--- src/rtl/btn_pkg.sv ---
// Shared types and helpers for the push-button conditioner.
package btn_pkg;

  typedef enum logic [2:0] {IDLE, PRESS_DB, HELD, REPEAT, REL_DB} btn_state_t;

  function automatic int btn_cnt_w(input int max_val);
    return (max_val < 1) ? 1 : $clog2(max_val + 1);
  endfunction

endpackage

--- src/rtl/btn_debounce_ch.sv ---
// One button channel: 2-flop synchroniser, debounce FSM, hold/repeat timer.
module btn_debounce_ch
  import btn_pkg::*;
#(
  parameter int DEBOUNCE_CYC = 1_000_000,
  parameter int HOLD_CYC     = 25_000_000,
  parameter int REPEAT_CYC   = 5_000_000,
  parameter bit ACTIVE_LOW   = 1'b1
) (
  input  logic clk,
  input  logic rst,
  input  logic btn_raw,
  output logic btn_level,
  output logic btn_press,
  output logic btn_release,
  output logic btn_repeat
);

  localparam int HMAX = (HOLD_CYC > REPEAT_CYC) ? HOLD_CYC : REPEAT_CYC;
  localparam int CW   = btn_cnt_w(DEBOUNCE_CYC);
  localparam int HW   = btn_cnt_w(HMAX);

  localparam logic          REL_LVL   = ACTIVE_LOW;
  localparam logic [CW-1:0] CNT_ONE   = CW'(1);
  localparam logic [CW-1:0] DB_LAST   = CW'(DEBOUNCE_CYC - 1);
  localparam logic [HW-1:0] HOLD_LAST = HW'(HOLD_CYC - 1);
  localparam logic [HW-1:0] REP_LAST  = HW'(REPEAT_CYC - 1);
  localparam logic [HW-1:0] HOLD_DUE  = HW'(HOLD_CYC);
  localparam logic [HW-1:0] REP_DUE   = HW'(REPEAT_CYC);

  logic          sync1_q, sync2_q;
  logic          s;
  btn_state_t    state_q, state_d, ret_q, ret_d;
  logic [CW-1:0] cnt_q, cnt_d;
  logic [HW-1:0] hcnt_q, hcnt_d;
  logic          level_q, level_d;
  logic          press_q, press_d;
  logic          release_q, release_d;
  logic          repeat_q, repeat_d;
  logic [HW-1:0] hlast, hdue;

  assign s = ACTIVE_LOW ? ~sync2_q : sync2_q;

  // cnt holds the stable samples already seen, so the current sample closes
  // the window at DEBOUNCE_CYC-1. hcnt counts every HELD/REPEAT cycle; a count
  // that falls due while the release is being debounced fires on the return.
  always_comb begin
    state_d   = state_q;
    ret_d     = ret_q;
    cnt_d     = cnt_q;
    hcnt_d    = hcnt_q;
    level_d   = level_q;
    press_d   = 1'b0;
    release_d = 1'b0;
    repeat_d  = 1'b0;
    hlast     = (state_q == HELD) ? HOLD_LAST : REP_LAST;
    hdue      = (ret_q == HELD) ? HOLD_DUE : REP_DUE;
    case (state_q)
      IDLE: begin
        if (s) begin
          if (DEBOUNCE_CYC == 1) begin
            state_d = HELD;
            level_d = 1'b1;
            press_d = 1'b1;
            hcnt_d  = '0;
            cnt_d   = '0;
          end else begin
            state_d = PRESS_DB;
            cnt_d   = CNT_ONE;
          end
        end
      end
      PRESS_DB: begin
        if (!s) begin
          state_d = IDLE;
          cnt_d   = '0;
        end else if (cnt_q == DB_LAST) begin
          state_d = HELD;
          level_d = 1'b1;
          press_d = 1'b1;
          hcnt_d  = '0;
          cnt_d   = '0;
        end else begin
          cnt_d = cnt_q + CNT_ONE;
        end
      end
      HELD, REPEAT: begin
        if (!s) begin
          if (DEBOUNCE_CYC == 1) begin
            state_d   = IDLE;
            level_d   = 1'b0;
            release_d = 1'b1;
            hcnt_d    = '0;
          end else begin
            state_d = REL_DB;
            ret_d   = state_q;
            cnt_d   = CNT_ONE;
            hcnt_d  = hcnt_q + HW'(1);
          end
        end else if (hcnt_q == hlast) begin
          state_d  = REPEAT;
          repeat_d = 1'b1;
          hcnt_d   = '0;
        end else begin
          hcnt_d = hcnt_q + HW'(1);
        end
      end
      REL_DB: begin
        if (s) begin
          cnt_d = '0;
          if (hcnt_q == hdue) begin
            state_d  = REPEAT;
            repeat_d = 1'b1;
            hcnt_d   = '0;
          end else begin
            state_d = ret_q;
          end
        end else if (cnt_q == DB_LAST) begin
          state_d   = IDLE;
          level_d   = 1'b0;
          release_d = 1'b1;
          cnt_d     = '0;
          hcnt_d    = '0;
        end else begin
          cnt_d = cnt_q + CNT_ONE;
        end
      end
      default: state_d = IDLE;
    endcase
  end

  always_ff @(posedge clk) begin
    if (rst) begin
      sync1_q   <= REL_LVL;
      sync2_q   <= REL_LVL;
      state_q   <= IDLE;
      ret_q     <= IDLE;
      cnt_q     <= '0;
      hcnt_q    <= '0;
      level_q   <= 1'b0;
      press_q   <= 1'b0;
      release_q <= 1'b0;
      repeat_q  <= 1'b0;
    end else begin
      sync1_q   <= btn_raw;
      sync2_q   <= sync1_q;
      state_q   <= state_d;
      ret_q     <= ret_d;
      cnt_q     <= cnt_d;
      hcnt_q    <= hcnt_d;
      level_q   <= level_d;
      press_q   <= press_d;
      release_q <= release_d;
      repeat_q  <= repeat_d;
    end
  end

  assign btn_level   = level_q;
  assign btn_press   = press_q;
  assign btn_release = release_q;
  assign btn_repeat  = repeat_q;

endmodule

--- src/rtl/btn_debounce_rpt.sv ---
// Multi-channel button conditioner: independent channels plus the
// press-or-repeat stepping output for the downstream display stage.
module btn_debounce_rpt
  import btn_pkg::*;
#(
  parameter int N_BTN        = 2,
  parameter int DEBOUNCE_CYC = 1_000_000,
  parameter int HOLD_CYC     = 25_000_000,
  parameter int REPEAT_CYC   = 5_000_000,
  parameter bit ACTIVE_LOW   = 1'b1
) (
  input  logic             clk,
  input  logic             rst,
  input  logic [N_BTN-1:0] btn_raw,
  output logic [N_BTN-1:0] btn_level,
  output logic [N_BTN-1:0] btn_press,
  output logic [N_BTN-1:0] btn_release,
  output logic [N_BTN-1:0] btn_repeat,
  output logic [N_BTN-1:0] btn_evt
);

  for (genvar ch = 0; ch < N_BTN; ch++) begin : g_ch
    btn_debounce_ch #(
      .DEBOUNCE_CYC(DEBOUNCE_CYC),
      .HOLD_CYC    (HOLD_CYC),
      .REPEAT_CYC  (REPEAT_CYC),
      .ACTIVE_LOW  (ACTIVE_LOW)
    ) u_ch (
      .clk        (clk),
      .rst        (rst),
      .btn_raw    (btn_raw[ch]),
      .btn_level  (btn_level[ch]),
      .btn_press  (btn_press[ch]),
      .btn_release(btn_release[ch]),
      .btn_repeat (btn_repeat[ch])
    );
  end

  assign btn_evt = btn_press | btn_repeat;

endmodule

--- config.mk ---
export PLATFORM = sky130hd
export DESIGN_NAME = btn_debounce_rpt
export DESIGN_NICKNAME = d
export VERILOG_FILES = /design/src/rtl/btn_pkg.sv /design/src/rtl/btn_debounce_ch.sv /design/src/rtl/btn_debounce_rpt.sv
export SDC_FILE = /design/constraint.sdc
export NUM_CORES = 1
export LEC_CHECK = 0
export CAP_MARGIN = 20
export CORE_MARGIN = 2
export CORE_UTILIZATION = 45
export DETAILED_ROUTE_END_ITERATION = 8
export PLACE_DENSITY_LB_ADDON = 0.05
export SKIP_CTS_REPAIR_TIMING = 1
export SYNTH_ARGS = -nofsm -noshare
export SYNTH_HDL_FRONTEND = slang
export SYNTH_HIERARCHICAL = 1
export SYNTH_SLANG_ARGS = --single-unit
--- constraint.sdc ---
create_clock -name clk -period 7.1 [get_ports clk]
set_input_delay 1.42 -clock clk [delete_from_list [all_inputs] [get_ports clk]]
set_output_delay 1.42 -clock clk [all_outputs]
set_load 0.01 [all_outputs]
==> results of run 1 <==
metal layers:
metal	global-route usage (%)	routed length, um	vias to the layer above
met5	0	0	-
met4	8.91	235	0
met3	5.39	503	18
met2	33.8	7040	115
met1	27.4	7210	2711
li1	-	-	2890
flip-flops by register name, indices dropped and copies added (netlist names):
register / count
g_ch.u_ch/btn_press: 2
g_ch.u_ch/btn_release: 2
g_ch.u_ch/btn_level: 2
g_ch.u_ch/sync1_q: 2
g_ch.u_ch/hcnt_q: 50
g_ch.u_ch/btn_repeat: 2
g_ch.u_ch/sync2_q: 2
g_ch.u_ch/state_q: 6
g_ch.u_ch/cnt_q: 40
g_ch.u_ch/ret_q: 6
where the power goes:
group | total, mW | leakage [nW] | internal [mW] | switching, mW
Clock | 0.976 | 0.330 | 0.684 | 0.292
Sequential | 0.651 | 0.919 | 0.644 | 0.00656
Combinational | 0.0448 | 1.31 | 0.0172 | 0.0276
cells by family (layout without fill, tap and decap cells):
family | count (synthesis) | in the layout | synth area share, %
AND/OR/NAND/NOR | 415 | 415 | 35.9
AO/OA/AOI/OAI | 145 | 145 | 16.0
flip-flops | 114 | 114 | 36.1
buffers and inverters | 61 | 77 | 4.55
XOR/XNOR | 32 | 32 | 4.43
multiplexers | 12 | 12 | 1.92
adder cells (fa/ha/maj) | 6 | 6 | 1.19
synthesized netlist by cell type, types with 3 or more instances:
library cell	number	share of area (%)
or2_2	10	0.99
nor2b_1	9	0.89
inv_1	24	1.4
inv_2	3	0.18
a21oi_1	41	3.2
nand3_1	49	3.9
nor4b_1	8	1.1
nand4b_1	6	0.83
o21bai_1	3	0.36
dfxtp_1	114	36
and4b_1	5	0.79
a211o_1	14	1.9
buf_4	3	0.36
nand2_1	74	4.4
nand3b_1	5	0.59
buf_6	5	0.89
buf_2	8	0.63
xnor2_1	8	1.1
a22o_1	3	0.42
xor2_1	24	3.3
a21o_1	3	0.36
nand2b_1	9	0.89
o21a_1	3	0.36
nand4_1	26	2.6
nor3_1	43	3.4
and4_1	10	1.4
o21ai_0	20	1.6
a31oi_1	6	0.59
ha_1	6	1.2
and3_1	24	2.4
clkbuf_1	17	1.0
o211ai_1	4	0.47
nor3b_1	4	0.47
o31ai_1	3	0.36
nor2_1	82	4.9
mux2i_1	11	1.7
or2_1	5	0.49
or4_1	6	0.71
o21ai_1	12	0.95
nor4_1	5	0.49
or3_1	14	1.4
area by class of cell:
type	instances	area (sq um)	area share [%]
multi-input combinational	610	3760	52.1
sequential	114	2280	31.6
clock buffer	22	474	6.57
tap	180	225	3.12
clock inverter	10	203	2.81
timing repair buffer	18	171	2.37
inverter	27	101	1.40
how the worst max path moves through the flow:
stage               slack, ns  startpoint                                   to
floorplan                4.41         rst  g_ch[1].u_ch/cnt_q[11]$_SDFFE_PP0P_
global placement         3.17         rst   g_ch[1].u_ch/cnt_q[2]$_SDFFE_PP0P_
detailed placement       3.49         rst   g_ch[1].u_ch/cnt_q[2]$_SDFFE_PP0P_
CTS                      3.93         rst   g_ch[1].u_ch/cnt_q[2]$_SDFFE_PP0P_
global route             3.78         rst   g_ch[1].u_ch/cnt_q[4]$_SDFFE_PP0P_
finish                   3.96         rst   g_ch[1].u_ch/cnt_q[2]$_SDFFE_PP0P_
per-stage QoR:
stage	util, %	worst slack, ns
detailed placement	47.3	3.49
finish	52.2	3.96
floorplan	-	4.41
global route	52.2	3.78
global placement	47.2	3.17
CTS	52.2	3.93
critical path: stages:
cell,delay [ns]
clkdlybuf4s50_1,0.45
buf_4,0.32
inv_1,0.28
nand2_1,0.15
a21oi_1,0.05
o21ai_1,0.47
buf_6,0.23
nor2_1,0.06
==> flow_metrics.env, run 1 <==
export IMPL_outcome="finished, final reports clean"
export IMPL_grt_antenna_before_repair=0
export IMPL_hold_violations=0
export IMPL_vdd_drop_max_uv=153
export IMPL_clockBufferDepth=2
export IMPL_ys_warn_count=6
export IMPL_fin_worst_skew_ns=0.0152
export IMPL_cts_root_buf="clkbuf_16"
export IMPL_path_clk_slew_ns=0.05
export IMPL_netlist_instances=785
export IMPL_worstPathArrival_ns=3.45
export IMPL_syn_area_per_cell_sq_um=8.06
export IMPL_ant_nets=0
export IMPL_syn_to_final_growth_pct=14.1
export IMPL_worstReg2RegEnd="g_ch[1].u_ch/hcnt_q[24]$_SDFFE_PP0P_"
export IMPL_dieArea_sq_mm=0.0150
export IMPL_postLayoutCellArea_sq_mm=0.00722
export IMPL_place_port_buffers=13
export IMPL_synth_seq_cells=114
export IMPL_grt_use_total_pct=21.3
export IMPL_stdcell_count=981
export IMPL_worstSetupEndpointType="flip-flop"
export IMPL_drive_above_1_share_pct=8.36
export IMPL_htree_levels=4
export IMPL_slew_violations=0
export IMPL_final_nets=798
export IMPL_drtIter0Drc=586
export IMPL_cts_buffers=17
export IMPL_synth_edf_count=0
export IMPL_vias_per_cell=5.85
export IMPL_p_leak_nw=2.56
export IMPL_final_common_cell="dfxtp_1"
export IMPL_hold_class="flip-flop to flip-flop"
export IMPL_synth_ff_type="dfxtp_1"
export IMPL_final_period_minus_worst_setup_slack_ns=3.14
export IMPL_r2r_start="g_ch[1].u_ch/hcnt_q[0]$_SDFFE_PP0P_"
export IMPL_total_power_mw=1.67
export IMPL_path_max_fanout=34
export IMPL_whs_ns=0.407
export IMPL_gp_congestion=0.849
export IMPL_maxCapViolCount=0
export IMPL_die_width_um=123
export IMPL_rsz0062_at_grt="false"
export IMPL_min_delay_path_depth=1
export IMPL_placed_cells=949
export IMPL_num_io_pins=14
export IMPL_grt_pass1_vias=5413
export IMPL_cts_sinks=114
export IMPL_worstPathRequired_ns=7.41
export IMPL_place_area_sq_mm=0.00654
export IMPL_dpl_hpwl_um=10200
export IMPL_core_sq_mm=0.0138
export IMPL_startpoint_type="input port"
export IMPL_syn_cell_area_sq_mm=0.00633
export IMPL_r2r_slack_ns=4.26
export IMPL_wl_um=15000
export IMPL_fillerInstances=1327
export IMPL_fmax_mhz=318
export IMPL_final_cell_mix="dfxtp_1, nor2_1, nand2_1"
export IMPL_cts_tree="done"
export IMPL_min_to="g_ch[1].u_ch/sync2_q$_SDFF_PP1_"
export IMPL_synth_async_reset_ratio_pct=0
export IMPL_power_density_mw_per_mm2=231
export IMPL_wire_per_inst_um=15.3
export IMPL_critPathKind="input port to flip-flop"
export IMPL_r2r_cells=7
export IMPL_first_pass_iters=5
export IMPL_grt_max_degree=35
export IMPL_finalSetupTns_ns=0
export IMPL_worst_slew_pin_slew_ns=0.812
export IMPL_clk_insertion_delay_late_ns=0.42
export IMPL_initial_utilization_pct=45.8
export IMPL_min_period_over_period_pct=44.3
export IMPL_setup_violations=0
export IMPL_grt_pass1_wl_um=25700
export IMPL_synth_fp_nets=795
export IMPL_drc=0
export IMPL_max_slew_margin_pct=45.7
export IMPL_num_antenna_cells=0
export IMPL_vias=5734
export IMPL_min_from="g_ch[1].u_ch/sync1_q$_SDFF_PP1_"
export IMPL_ys_types=84
export IMPL_ys_seq_area_share_pct=36.1
export IMPL_dieHeight_um=123
export IMPL_row_count=43
export IMPL_grt_overflow=0
Power figures use the tool's default switching activity.
==> run 2, diff against run 1 <==
clock period = 2.8 ns   (was 7.1 ns; I/O delays follow)
==> run 2 against run 1 <==
Global-route usage shrank 0.14 points; count of clock-buffer cells in the layout grew 6; register-to-register slack got worse by 4.1 ns; sequential power grew to 2.5 times the previous value; cell count increased by 1.5%; critical path type is now flip-flop to flip-flop; die area unchanged; largest power group unchanged; core utilization grew 0.19 points; design area rose by 0.36%; critical endpoint is now g_ch[1].u_ch/hcnt_q[21]$_SDFFE_PP0P_; critical path depth fell by 2; largest cell class unchanged.
==> flow_metrics.env, run 2 (synthesis results as in run 1) <==
export IMPL_outcome="finished, final reports clean"
export IMPL_met3_length_um=619
export IMPL_place_area_sq_mm=0.00669
export IMPL_max_slew_margin_pct=48.1
export IMPL_wirelength_met1_um=7170
export IMPL_total_power_mw=3.78
export IMPL_startpoint_type="flip-flop"
export IMPL_clockBufferDepth=2
export IMPL_r2r_slack_ns=0.14
export IMPL_htree_levels=4
export IMPL_worstReg2RegEnd="g_ch[1].u_ch/hcnt_q[21]$_SDFFE_PP0P_"
export IMPL_num_antenna_cells=0
export IMPL_min_delay_path_depth=1
export IMPL_r2r_cells=6
export IMPL_p_leak_nw=2.60
export IMPL_grt_overflow=0
export IMPL_r2r_start="g_ch[1].u_ch/hcnt_q[15]$_SDFFE_PP0P_"
export IMPL_power_density_mw_per_mm2=522
export IMPL_dpl_hpwl_um=10400
export IMPL_largest_reg_flops=50
export IMPL_place_port_buffers=13
export IMPL_final_cell_mix="dfxtp_1, nor2_1, nand2_1"
export IMPL_gp_congestion=0.835
export IMPL_wl_met2_um=7020
export IMPL_wire_per_inst_um=15.1
export IMPL_final_period_minus_worst_setup_slack_ns=2.66
export IMPL_worstPathRequired_ns=3.10
export IMPL_postLayoutCellArea_sq_mm=0.00725
export IMPL_core_sq_mm=0.0138
export IMPL_initial_utilization_pct=45.8
export IMPL_min_to="g_ch[0].u_ch/sync2_q$_SDFF_PP1_"
export IMPL_drc=0
export IMPL_cts_buffers=17
export IMPL_die_width_um=123
export IMPL_grt_antenna_before_repair=0
export IMPL_critPathKind="flip-flop to flip-flop"
export IMPL_top_register="g_ch.u_ch/hcnt_q"
export IMPL_fmax_mhz=376
export IMPL_top_layer_used="met4"
export IMPL_path_max_fanout=20
export IMPL_drtIter0Drc=481
export IMPL_whs_ns=0.410
export IMPL_final_nets=813
export IMPL_dieArea_sq_mm=0.0150
export IMPL_clk_insertion_delay_late_ns=0.41
export IMPL_hold_class="flip-flop to flip-flop"
export IMPL_cts_sinks=114
export IMPL_cts_root_buf="clkbuf_16"
export IMPL_drive_above_1_share_pct=9.80
export IMPL_cts_tree="done"
export IMPL_min_period_over_period_pct=94.9
export IMPL_worstSetupEndpointType="flip-flop"
export IMPL_setup_violations=0
export IMPL_ant_nets=0
export IMPL_top_regs="g_ch.u_ch/hcnt_q (50), g_ch.u_ch/cnt_q (40)"
export IMPL_hold_violations=0
export IMPL_row_count=43
export IMPL_stdcell_count=996
export IMPL_grt_max_degree=35
export IMPL_min_from="g_ch[0].u_ch/sync1_q$_SDFF_PP1_"
export IMPL_wl_um=15100
export IMPL_vdd_drop_max_uv=404
export IMPL_grt_use_total_pct=21.1
export IMPL_path_clk_slew_ns=0.05
export IMPL_grt_pass1_vias=5442
export IMPL_placed_cells=964
export IMPL_vias_per_cell=5.87
export IMPL_vias=5844
export IMPL_final_common_cell="dfxtp_1"
export IMPL_fin_worst_skew_ns=0.00641
export IMPL_num_io_pins=14
export IMPL_first_pass_iters=7
export IMPL_syn_to_final_growth_pct=14.5
export IMPL_rsz0062_at_grt="false"
export IMPL_finalSetupTns_ns=0
export IMPL_slew_violations=0
export IMPL_worst_slew_pin_slew_ns=0.778
export IMPL_dieHeight_um=123
export IMPL_grt_pass1_wl_um=25600
export IMPL_worstPathArrival_ns=2.96
export IMPL_maxCapViolCount=0
==> run 2: cell types whose count changed in the layout (fill, tap and decap cells not counted), sizes merged <==
cell	before	now
bufinv	6	0
buf	5	20
clkinv	3	4
clkinvlp	1	0
clkbuf	22	28
==> run 2: worst max-delay path by stage <==
stage | start | end | slack (ns) | cells after the start
after floorplan | g_ch[1].u_ch/hcnt_q[8]$_SDFFE_PP0P_ | g_ch[1].u_ch/hcnt_q[20]$_SDFFE_PP0P_ | 0.19 | 9
after global placement | g_ch[1].u_ch/hcnt_q[15]$_SDFFE_PP0P_ | g_ch[1].u_ch/hcnt_q[9]$_SDFFE_PP0P_ | 0.19 | 6
after detailed placement | g_ch[1].u_ch/hcnt_q[15]$_SDFFE_PP0P_ | g_ch[1].u_ch/hcnt_q[22]$_SDFFE_PP0P_ | 0.16 | 6
after CTS | g_ch[1].u_ch/hcnt_q[15]$_SDFFE_PP0P_ | g_ch[1].u_ch/hcnt_q[22]$_SDFFE_PP0P_ | 0.14 | 6
after global routing | g_ch[1].u_ch/hcnt_q[11]$_SDFFE_PP0P_ | g_ch[1].u_ch/hcnt_q[23]$_SDFFE_PP0P_ | 0.02 | 6
final | g_ch[1].u_ch/hcnt_q[15]$_SDFFE_PP0P_ | g_ch[1].u_ch/hcnt_q[21]$_SDFFE_PP0P_ | 0.14 | 6
==> run 2: per-stage QoR <==
step	setup slack (ns)	utilization (%)
2_1_floorplan	0.194	-
3_3_place_gp	0.193	48.4
3_5_place_dp	0.163	48.4
4_1_cts	0.141	52.4
5_1_grt	0.0202	52.4
6_report	0.144	52.4
==> run 2: critical path: stages, from the launching register on <==
cell       delay (ns)
dfxtp_1          0.36
nand4bb_1        0.19
or4_1            0.53
or3_1            0.39
o311a_1          0.53
and3_1           0.27
a211o_1          0.26
==> run 2: per-layer routing <==
layer	vias to the layer above	track usage [%]
met5	-	0
met4	0	7.90
met3	27	5.99
met2	115	33.6
met1	2773	27.2
li1	2929	-
==> run 2: area by class of cell <==
cell class              instances  area, sq um
clock buffers                  28          537
multi-input cells             610         3760
well taps                     180          225
clock inverters                 4         20.0
inverters                      27          101
flip-flops and latches        114         2280
fillers                      1320         6580
repair buffers                 33          318
==> run 2: report_power, final <==
part,total (mW),switching (mW),internal [mW]
Sequential,1.65,0.0143,1.63
Clock,2.01,0.723,1.29
Combinational,0.124,0.0749,0.0491
==> run 3, diff against run 2 <==
CTS_BUF_LIST = sky130_fd_sc_hd__clkbuf_4 sky130_fd_sc_hd__clkbuf_8   (was default)
SKIP_LAST_GASP = 1   (was default)
==> run 3 against run 2 <==
Sequential power about the same; critical endpoint unchanged; cell count unchanged; fmax down 0.52%; highest routed layer unchanged; setup slack worse by 0.014 ns; register-to-register slack about the same.
==> flow_metrics.env, run 3 (synthesis results as in run 1) <==
export IMPL_setup_violations=0
export IMPL_grt_overflow=0
export IMPL_largest_reg_flops=50
export IMPL_clk_insertion_delay_late_ns=0.45
export IMPL_place_area_sq_mm=0.00669
export IMPL_final_cell_mix="dfxtp_1, nor2_1, nand2_1"
export IMPL_rsz0062_at_grt="false"
export IMPL_grt_max_degree=35
export IMPL_worst_slew_pin_slew_ns=0.763
export IMPL_wl_um=15100
export IMPL_p_leak_nw=2.52
export IMPL_clockBufferDepth=2
export IMPL_final_nets=813
export IMPL_worstPathRequired_ns=3.13
export IMPL_dieArea_sq_mm=0.0150
export IMPL_vias_per_cell=5.86
export IMPL_top_regs="g_ch.u_ch/hcnt_q (50), g_ch.u_ch/cnt_q (40)"
export IMPL_cp_depth=6
export IMPL_place_port_buffers=13
export IMPL_finalSetupTns_ns=0
export IMPL_vdd_drop_max_uv=300
export IMPL_gp_congestion=0.835
export IMPL_max_slew_margin_pct=49.2
export IMPL_htree_levels=4
export IMPL_cts_sinks=114
export IMPL_wire_per_inst_um=15.1
export IMPL_whs_ns=0.413
export IMPL_critPathLaunch="g_ch[1].u_ch/hcnt_q[15]$_SDFFE_PP0P_"
export IMPL_grt_pass1_vias=5409
export IMPL_critPathCapture="g_ch[1].u_ch/hcnt_q[21]$_SDFFE_PP0P_"
export IMPL_ant_nets=0
export IMPL_final_common_cell="dfxtp_1"
export IMPL_num_io_pins=14
export IMPL_power_density_mw_per_mm2=458
export IMPL_top_register="g_ch.u_ch/hcnt_q"
export IMPL_crit_path_cell_trace="nand4bb_1 -> or4_1 -> or3_1 -> o311a_1 -> and3_1 -> a211o_1"
export IMPL_grt_use_total_pct=21.1
export IMPL_initial_utilization_pct=45.8
export IMPL_fin_worst_skew_ns=0.0111
export IMPL_final_period_minus_worst_setup_slack_ns=2.67
export IMPL_vias=5840
export IMPL_postLayoutCellArea_sq_mm=0.00707
export IMPL_fmax_mhz=375
export IMPL_critPathTopFamily="simple AND/OR/NAND/NOR gates"
export IMPL_worstPathArrival_ns=3.00
export IMPL_slew_violations=0
export IMPL_die_width_um=123
export IMPL_grt_antenna_before_repair=0
export IMPL_min_period_over_period_pct=95.4
export IMPL_hold_violations=0
export IMPL_worstReg2RegEnd="g_ch[1].u_ch/hcnt_q[21]$_SDFFE_PP0P_"
export IMPL_syn_to_final_growth_pct=11.7
export IMPL_r2r_start="g_ch[1].u_ch/hcnt_q[15]$_SDFFE_PP0P_"
export IMPL_drtIter0Drc=432
export IMPL_cts_root_buf="clkbuf_8"
export IMPL_dpl_hpwl_um=10400
export IMPL_hold_class="flip-flop to flip-flop"
export IMPL_path_buf_inv=0
export IMPL_dieHeight_um=123
export IMPL_r2r_cells=6
export IMPL_final_setup_worst_slack_ns=0.130
export IMPL_r2r_slack_ns=0.13
export IMPL_post_place_ws_ns=0.163
export IMPL_outcome="finished, final reports clean"
export IMPL_startpoint_type="flip-flop"
export IMPL_num_antenna_cells=0
export IMPL_cts_tree="done"
export IMPL_critPathMaxStageDelay_ns=0.54
export IMPL_first_pass_iters=5
export IMPL_critPathKind="flip-flop to flip-flop"
export IMPL_grt_pass1_wl_um=25500
export IMPL_path_clk_slew_ns=0.07
export IMPL_worstSetupEndpointType="flip-flop"
export IMPL_total_power_mw=3.24
export IMPL_stdcell_count=996
export IMPL_core_sq_mm=0.0138
export IMPL_drc=0
export IMPL_slowest_stage="o311a_1"
export IMPL_cts_buffers=17
export IMPL_drive_above_1_share_pct=10.3
export IMPL_final_core_util_pct=51.1
export IMPL_row_count=43
export IMPL_path_max_fanout=20
export IMPL_placed_cells=964
export IMPL_maxCapViolCount=0
[run 3: cell counts in the layout (fill, tap and decap cells not counted)]
Identical to the previous run, type by type.
[run 3: per-layer routing]
layer / vias up / track usage, % / wire length [um]
met5: - / 0 / 0
met4: 0 / 8.12 / 265
met3: 25 / 5.67 / 586
met2: 128 / 33.7 / 7010
met1: 2760 / 27.3 / 7210
li1: 2927 / - / -
[run 3: final cells by class]
class	instances	area [sq um]
Clock buffer	28	360
Clock inverter	4	20.0
Fill cell	1340	6760
Inverter	27	101
Multi-Input combinational cell	610	3760
Sequential cell	114	2280
Tap cell	180	225
Timing Repair Buffer	33	318
[run 3: worst min-delay path by stage]
stage	startpoint	endpoint	cells past startpoint
CTS	g_ch[0].u_ch/sync1_q$_SDFF_PP1_	g_ch[0].u_ch/sync2_q$_SDFF_PP1_	1
global placement	g_ch[1].u_ch/sync1_q$_SDFF_PP1_	g_ch[1].u_ch/sync2_q$_SDFF_PP1_	1
detailed placement	g_ch[0].u_ch/sync1_q$_SDFF_PP1_	g_ch[0].u_ch/sync2_q$_SDFF_PP1_	1
finish	g_ch[0].u_ch/sync1_q$_SDFF_PP1_	g_ch[0].u_ch/sync2_q$_SDFF_PP1_	1
floorplan	g_ch[0].u_ch/sync1_q$_SDFF_PP1_	g_ch[0].u_ch/sync2_q$_SDFF_PP1_	1
global route	g_ch[1].u_ch/sync1_q$_SDFF_PP1_	g_ch[1].u_ch/sync2_q$_SDFF_PP1_	1
[run 3: report_power, final]
group	internal [mW]	switching [mW]
clock	0.812	0.657
sequential	1.63	0.0144
combinational	0.0491	0.0747
